**config.mk**
```make
export PLATFORM = sky130hd
export DESIGN_NAME = shadow_err_alert
export DESIGN_NICKNAME = d
export VERILOG_FILES = /design/src/rtl/shadow_err_pkg.sv /design/src/rtl/shadow_alert_hs.sv /design/src/rtl/shadow_err_alert.sv
export SDC_FILE = /design/constraint.sdc
export NUM_CORES = 1
export LEC_CHECK = 0
export BUFFER_PORTS_ARGS = -buffer_cell sky130_fd_sc_hd__buf_4
export CAP_MARGIN = 20
export CORE_MARGIN = 5
export CORE_UTILIZATION = 51
export CTS_CLUSTER_SIZE = 25
export DETAILED_ROUTE_END_ITERATION = 12
export GPL_ROUTABILITY_DRIVEN = 0
export PLACE_DENSITY = 0.86
export SETUP_SLACK_MARGIN = 0.15
export SYNTH_ARGS = -nofsm -noshare
export SYNTH_HDL_FRONTEND = slang
export SYNTH_SLANG_ARGS = --single-unit
```
**constraint.sdc**
```tcl
create_clock -name clk_i -period 3 [get_ports clk_i]
set_clock_uncertainty 0.1 [all_clocks]
set_input_delay 0.15 -clock clk_i [delete_from_list [all_inputs] [get_ports clk_i]]
set_output_delay 0.15 -clock clk_i [all_outputs]
set_load 0.03 [all_outputs]
```
**src/rtl/shadow_err_pkg.sv**
```systemverilog
// Shared types and constants for the shadowed-register error alert block.
// Optional build macro: SHADOW_ERR_ALERT_TEST_EN (adds alert_test_i to the top).
package shadow_err_pkg;

  // Recoverable alert handshake states
  typedef enum logic [1:0] {
    AlertIdle = 2'b00,
    AlertReq  = 2'b01,
    AlertHold = 2'b10
  } alert_fsm_e;

  // Width of the saturating update-error event counter
  localparam int unsigned ErrCntW = 8;

  // Default number of cycles to wait for the alert receiver acknowledge
  localparam int unsigned AckTimeoutDefault = 16;

  // Width of the ack timeout counter (AckTimeout is at most 255)
  localparam int unsigned AckCntW = 8;

endpackage : shadow_err_pkg

```
**src/rtl/shadow_alert_hs.sv**
```systemverilog
// Recoverable alert request/ack handshake with a 1-bit pending flag that
// collapses triggers arriving mid-handshake, and an ack timeout.
// Optional build macro: SHADOW_ERR_ALERT_TEST_EN (not used directly here).
module shadow_alert_hs
  import shadow_err_pkg::*;
#(
  parameter int unsigned AckTimeout = AckTimeoutDefault
) (
  input  logic clk_i,
  input  logic rst_i,
  input  logic trigger_i,
  input  logic ack_i,
  output logic alert_o,
  output logic timeout_o
);

  localparam logic [AckCntW-1:0] AckCntLast = AckCntW'(AckTimeout - 1);

  alert_fsm_e         state_q, state_d;
  logic               pending_q, pending_d;
  logic [AckCntW-1:0] ack_cnt_q, ack_cnt_d;
  logic               timeout_q, timeout_d;
  logic               alert_q, alert_d;

  // Next-state logic: handshake progression, pending capture and timeout
  always_comb begin
    state_d   = state_q;
    pending_d = pending_q;
    ack_cnt_d = {AckCntW{1'b0}};
    timeout_d = timeout_q;
    case (state_q)
      AlertIdle: begin
        // An ack seen here is stray and deliberately ignored
        if (trigger_i || pending_q) begin
          state_d   = AlertReq;
          pending_d = 1'b0;
        end else begin
          state_d   = AlertIdle;
        end
      end
      AlertReq: begin
        pending_d = pending_q | trigger_i;
        if (ack_i) begin
          state_d = AlertHold;
        end else if (ack_cnt_q == AckCntLast) begin
          // Give up on the receiver; any pending trigger survives
          state_d   = AlertIdle;
          timeout_d = 1'b1;
        end else begin
          state_d   = AlertReq;
          ack_cnt_d = ack_cnt_q + {{(AckCntW-1){1'b0}}, 1'b1};
        end
      end
      AlertHold: begin
        pending_d = pending_q | trigger_i;
        if (!ack_i) begin
          state_d = AlertIdle;
        end else begin
          state_d = AlertHold;
        end
      end
      default: begin
        state_d   = AlertIdle;
        pending_d = 1'b0;
      end
    endcase
    alert_d = (state_d == AlertReq);
  end

  // State registers with synchronous reset
  always_ff @(posedge clk_i) begin
    if (rst_i) begin
      state_q   <= AlertIdle;
      pending_q <= 1'b0;
      ack_cnt_q <= {AckCntW{1'b0}};
      timeout_q <= 1'b0;
      alert_q   <= 1'b0;
    end else begin
      state_q   <= state_d;
      pending_q <= pending_d;
      ack_cnt_q <= ack_cnt_d;
      timeout_q <= timeout_d;
      alert_q   <= alert_d;
    end
  end

  assign alert_o   = alert_q;
  assign timeout_o = timeout_q;

endmodule : shadow_alert_hs

```
**src/rtl/shadow_err_alert.sv**
```systemverilog
// Collects update/storage error flags from shadowed registers into sticky
// status, a saturating error counter, a sticky fatal alert and a recoverable
// alert handshake.
// Optional build macro: SHADOW_ERR_ALERT_TEST_EN adds alert_test_i, which
// fires a recoverable request plus a one-cycle fatal alert pulse.
module shadow_err_alert
  import shadow_err_pkg::*;
#(
  parameter int unsigned NumRegs    = 8,
  parameter int unsigned AckTimeout = AckTimeoutDefault
) (
  input  logic               clk_i,
  input  logic               rst_i,
`ifdef SHADOW_ERR_ALERT_TEST_EN
  input  logic               alert_test_i,
`endif
  input  logic [NumRegs-1:0] err_update_i,
  input  logic [NumRegs-1:0] err_storage_i,
  input  logic [NumRegs-1:0] clr_recov_i,
  input  logic               recov_ack_i,
  output logic               recov_alert_o,
  output logic               fatal_alert_o,
  output logic [NumRegs-1:0] recov_status_o,
  output logic [NumRegs-1:0] fatal_status_o,
  output logic [ErrCntW-1:0] err_cnt_o,
  output logic               ack_timeout_o
);

  localparam logic [ErrCntW-1:0] ErrCntMax = {ErrCntW{1'b1}};

  logic               test_s;
  logic               any_update_s;
  logic               trigger_s;
  logic [NumRegs-1:0] recov_status_q, recov_status_d;
  logic [NumRegs-1:0] fatal_status_q, fatal_status_d;
  logic               fatal_alert_q, fatal_alert_d;
  logic [ErrCntW-1:0] err_cnt_q, err_cnt_d;

`ifdef SHADOW_ERR_ALERT_TEST_EN
  assign test_s = alert_test_i;
`else
  assign test_s = 1'b0;
`endif

  assign any_update_s = |err_update_i;
  // Storage errors are fatal only; they never start a recoverable request
  assign trigger_s    = any_update_s | test_s;

  // Sticky status, fatal alert and saturating counter next-state
  always_comb begin
    // A new error outranks a clear strobe on the same bit
    recov_status_d = (recov_status_q & ~clr_recov_i) | err_update_i;
    fatal_status_d = fatal_status_q | err_storage_i;
    // Test pulse only lifts the alert output, never the sticky status
    fatal_alert_d  = (|fatal_status_d) | test_s;
    if (any_update_s && (err_cnt_q != ErrCntMax)) begin
      err_cnt_d = err_cnt_q + {{(ErrCntW-1){1'b0}}, 1'b1};
    end else begin
      err_cnt_d = err_cnt_q;
    end
  end

  // Status and counter registers with synchronous reset
  always_ff @(posedge clk_i) begin
    if (rst_i) begin
      recov_status_q <= {NumRegs{1'b0}};
      fatal_status_q <= {NumRegs{1'b0}};
      fatal_alert_q  <= 1'b0;
      err_cnt_q      <= {ErrCntW{1'b0}};
    end else begin
      recov_status_q <= recov_status_d;
      fatal_status_q <= fatal_status_d;
      fatal_alert_q  <= fatal_alert_d;
      err_cnt_q      <= err_cnt_d;
    end
  end

  shadow_alert_hs #(
    .AckTimeout (AckTimeout)
  ) u_alert_hs (
    .clk_i     (clk_i),
    .rst_i     (rst_i),
    .trigger_i (trigger_s),
    .ack_i     (recov_ack_i),
    .alert_o   (recov_alert_o),
    .timeout_o (ack_timeout_o)
  );

  assign fatal_alert_o  = fatal_alert_q;
  assign recov_status_o = recov_status_q;
  assign fatal_status_o = fatal_status_q;
  assign err_cnt_o      = err_cnt_q;

endmodule : shadow_err_alert
```
==> metrics.txt <==
Total Nets Final=269; Die X=63.87 µm; crit-path max FO=14; die area=4079 µm²; post-synthesis sequential area ratio=51.39%; TritonCTS clock tree=built; final worst-path cycle share=57.03%; Worst VDD drop=0.4487 mV; Total Routed Length=3752 µm; Boundary Pins=54; final hold violation count=0; Synth cell types=29; Synth Instances=164; LEAKAGE=0.9464 nW; vias in the first global route=1,443; final worst slack=1.289 ns; I/O Buffers=53; DP Wirelength=2552 µm; RSZ-0062 raised after global routing=false; gr usage total=19.46%; Setup WS pre-CTS=1.352 ns; Critical Path RT=3.18 ns; Pwr per Cell Area=470.8 nW/µm²; Post-Route Setup TNS=0 ns; CP Class=reg -> reg; Worst-Margin Slew=0.5390 ns; DRT iter0 DRCs=112; Vias/cell=5.306; r2r setup slk=1.29 ns; largest net degree at the start of global routing=32; status=finished clean; R2R cell count=5; drt drc=0; hold crit path type=in -> reg; CTS max path bufs=2; commonest cells after routing, fill and taps aside=buf_4, nor2_1, dfxtp_1, dlygate4sd3_1, a21oi_1; Max Clk Rate=584.5 MHz; fin. max-slew vios=0; CTS Buf Count=5; Clk Latency, worst-skew pair=0.34 ns; area leader, netlist=dfxtp_1; Worst setup EP type=flip-flop; total congestion overflow=0; Post-Syn Area per Cell=9.025 µm²; mapped cell area=1480 µm²; FP Rows=19; Syn Nets=197; die height=63.87 µm; Reg clk slew, reported paths=0.11 ns; initial core utilization=53.68%; FF+latch count, synth=38; HP Start=clr_recov_i[6]; Vias=1,422; Final ANT Viol Nets=0; iteration count of the initial detailed-routing pass=4; arrival time at the worst endpoint=1.89 ns; Worst Hold Endpoint=recov_status_o[6]$_SDFF_PP0_; initial antenna violation count=0; Inst Count DP=243; RR Endpoint=err_cnt_o[7]$_SDFFE_PP0P_; Area contributors post-synth=dfxtp_1, nor2_1, a21oi_1; worst r2r src=err_cnt_o[0]$_SDFFE_PP0P_; min cycle time layout=1.711 ns; Min-Delay Path Depth=4; Ant. Diodes=0; Core ar.=2758 µm²; relative slew slack=63.86%; post-DR wirelength/cell=14.00 µm; synth warn=0; Layout Cells excl Fill=268; critical path launch point type=flip-flop; share of the synthesized area in the top cell type=51.39%; Area Overhead vs Synth=43.20%; max cap viols=0; fraction of layout cells with a size suffix above 1=27.43%; root buffer cell=clkbuf_4; setup violators final=0; first-pass GRT wire length=6368 µm; Max H-tree Level=2; Setup Fix Bufs, Post-CTS=0; most common cell after layout, fill and taps aside=buf_4; TritonCTS Sinks=38
## metal layers
layer	vias to the layer above	global-route usage, %	part of all wire (%)
met1	675	20.91	38
met3	6	7.005	6.4
li1	695	-	-
met5	-	0	0
met4	0	5.974	1.1
met2	46	35.18	54
## synth_stat cells
cell type and number:
ha_1 6, or3_1 2, xor2_1 3, buf_2 1, o21ai_0 3, nor4_1 4, dfxtp_1 38, inv_1 13
nand4_2 1, nand3_1 6, xnor2_1 4, and4_1 1, a21oi_1 16, a41oi_1 2, nor2_1 38, and3b_1 1
and3_1 1, or3_2 1, mux2i_1 1, nand2b_1 2, nand3b_1 1, nor3_1 2, nand2_1 4, o31ai_1 3
buf_6 1, o2bb2ai_2 1, or4_1 3, nor4_2 2, clkbuf_1 3
## logic make-up (layout without fill, tap and decap cells)
kind of cell | Yosys count | after routing | share of synthesized area [%]
multiplexers | 1 | 1 | 0.6763
buffers and inverters | 18 | 91 | 5.156
AND/OR/NAND/NOR | 69 | 69 | 23.41
flip-flops | 38 | 38 | 51.39
adder cells (fa/ha/maj) | 6 | 6 | 5.072
AO/OA/AOI/OAI | 25 | 25 | 10.14
XOR/XNOR | 7 | 7 | 4.142
## registers in the layout, summed over array words and instances, names as in the netlist
| register | cells |
|---|---|
| err_cnt_o | 8 |
| fatal_status_o | 8 |
| recov_status_o | 8 |
| u_alert_hs.ack_cnt_q | 8 |
| u_alert_hs.state_q | 2 |
| fatal_alert_o | 1 |
| u_alert_hs.alert_o | 1 |
| u_alert_hs.pending_q | 1 |
| u_alert_hs.timeout_o | 1 |
## worst max path at each step
stage,from,end,slack (ns),cells past startpoint
floorplan,err_cnt_o[0]$_SDFFE_PP0P_,err_cnt_o[1]$_SDFFE_PP0P_,1.33,6
global placement,err_cnt_o[0]$_SDFFE_PP0P_,err_cnt_o[7]$_SDFFE_PP0P_,1.41,5
detailed placement,err_cnt_o[0]$_SDFFE_PP0P_,err_cnt_o[7]$_SDFFE_PP0P_,1.35,5
CTS,err_cnt_o[0]$_SDFFE_PP0P_,err_cnt_o[7]$_SDFFE_PP0P_,1.31,5
global route,err_cnt_o[1]$_SDFFE_PP0P_,err_cnt_o[1]$_SDFFE_PP0P_,1.15,5
finish,err_cnt_o[0]$_SDFFE_PP0P_,err_cnt_o[7]$_SDFFE_PP0P_,1.29,5
## metrics by stage
| step | util, % | hold slack [ns] | cell area, µm² | total power [mW] |
|---|---|---|---|---|
| finish | 76.86 | 0.01887 | 2120 | 0.9979 |
| global route | 76.86 | 0.008823 | 2120 | 1.059 |
| CTS | 76.86 | 0.002037 | 2120 | 1.006 |
| detailed placement | 68.51 | 0.2725 | 1889 | 0.7136 |
| global placement | 68.51 | 0.2669 | 1889 | 0.7057 |
| floorplan | - | 0.1674 | 1480 | 0.6393 |
## critical path, cell delays in order, from the launching register on
cell and delay [ns]:
dfxtp_1 0.36, ha_1 0.25, nand3_1 0.11, o2bb2ai_2 0.17, or4_1 0.50, a21oi_1 0.16
## final cells by class
type / count / area, µm²
flip-flops and latches: 38 / 760.7
multi-input cells: 108 / 643.1
fillers: 204 / 638.1
repair buffers: 70 / 568.0
clock buffers: 7 / 55.05
inverters: 13 / 48.80
well taps: 31 / 38.79
clock inverters: 1 / 5.005
## power by group
part / leakage [nW] / switching (mW) / internal, mW
clock: 0.0353 / 0.163 / 0.114
sequential: 0.313 / 0.0169 / 0.530
combinational: 0.598 / 0.0935 / 0.0811
## what timing repair did
item	CTS	global route
hold endpoints to repair	16	0
hold buffers	17	0
gates resized for setup	0	0
(Power assumes the default switching activity.)
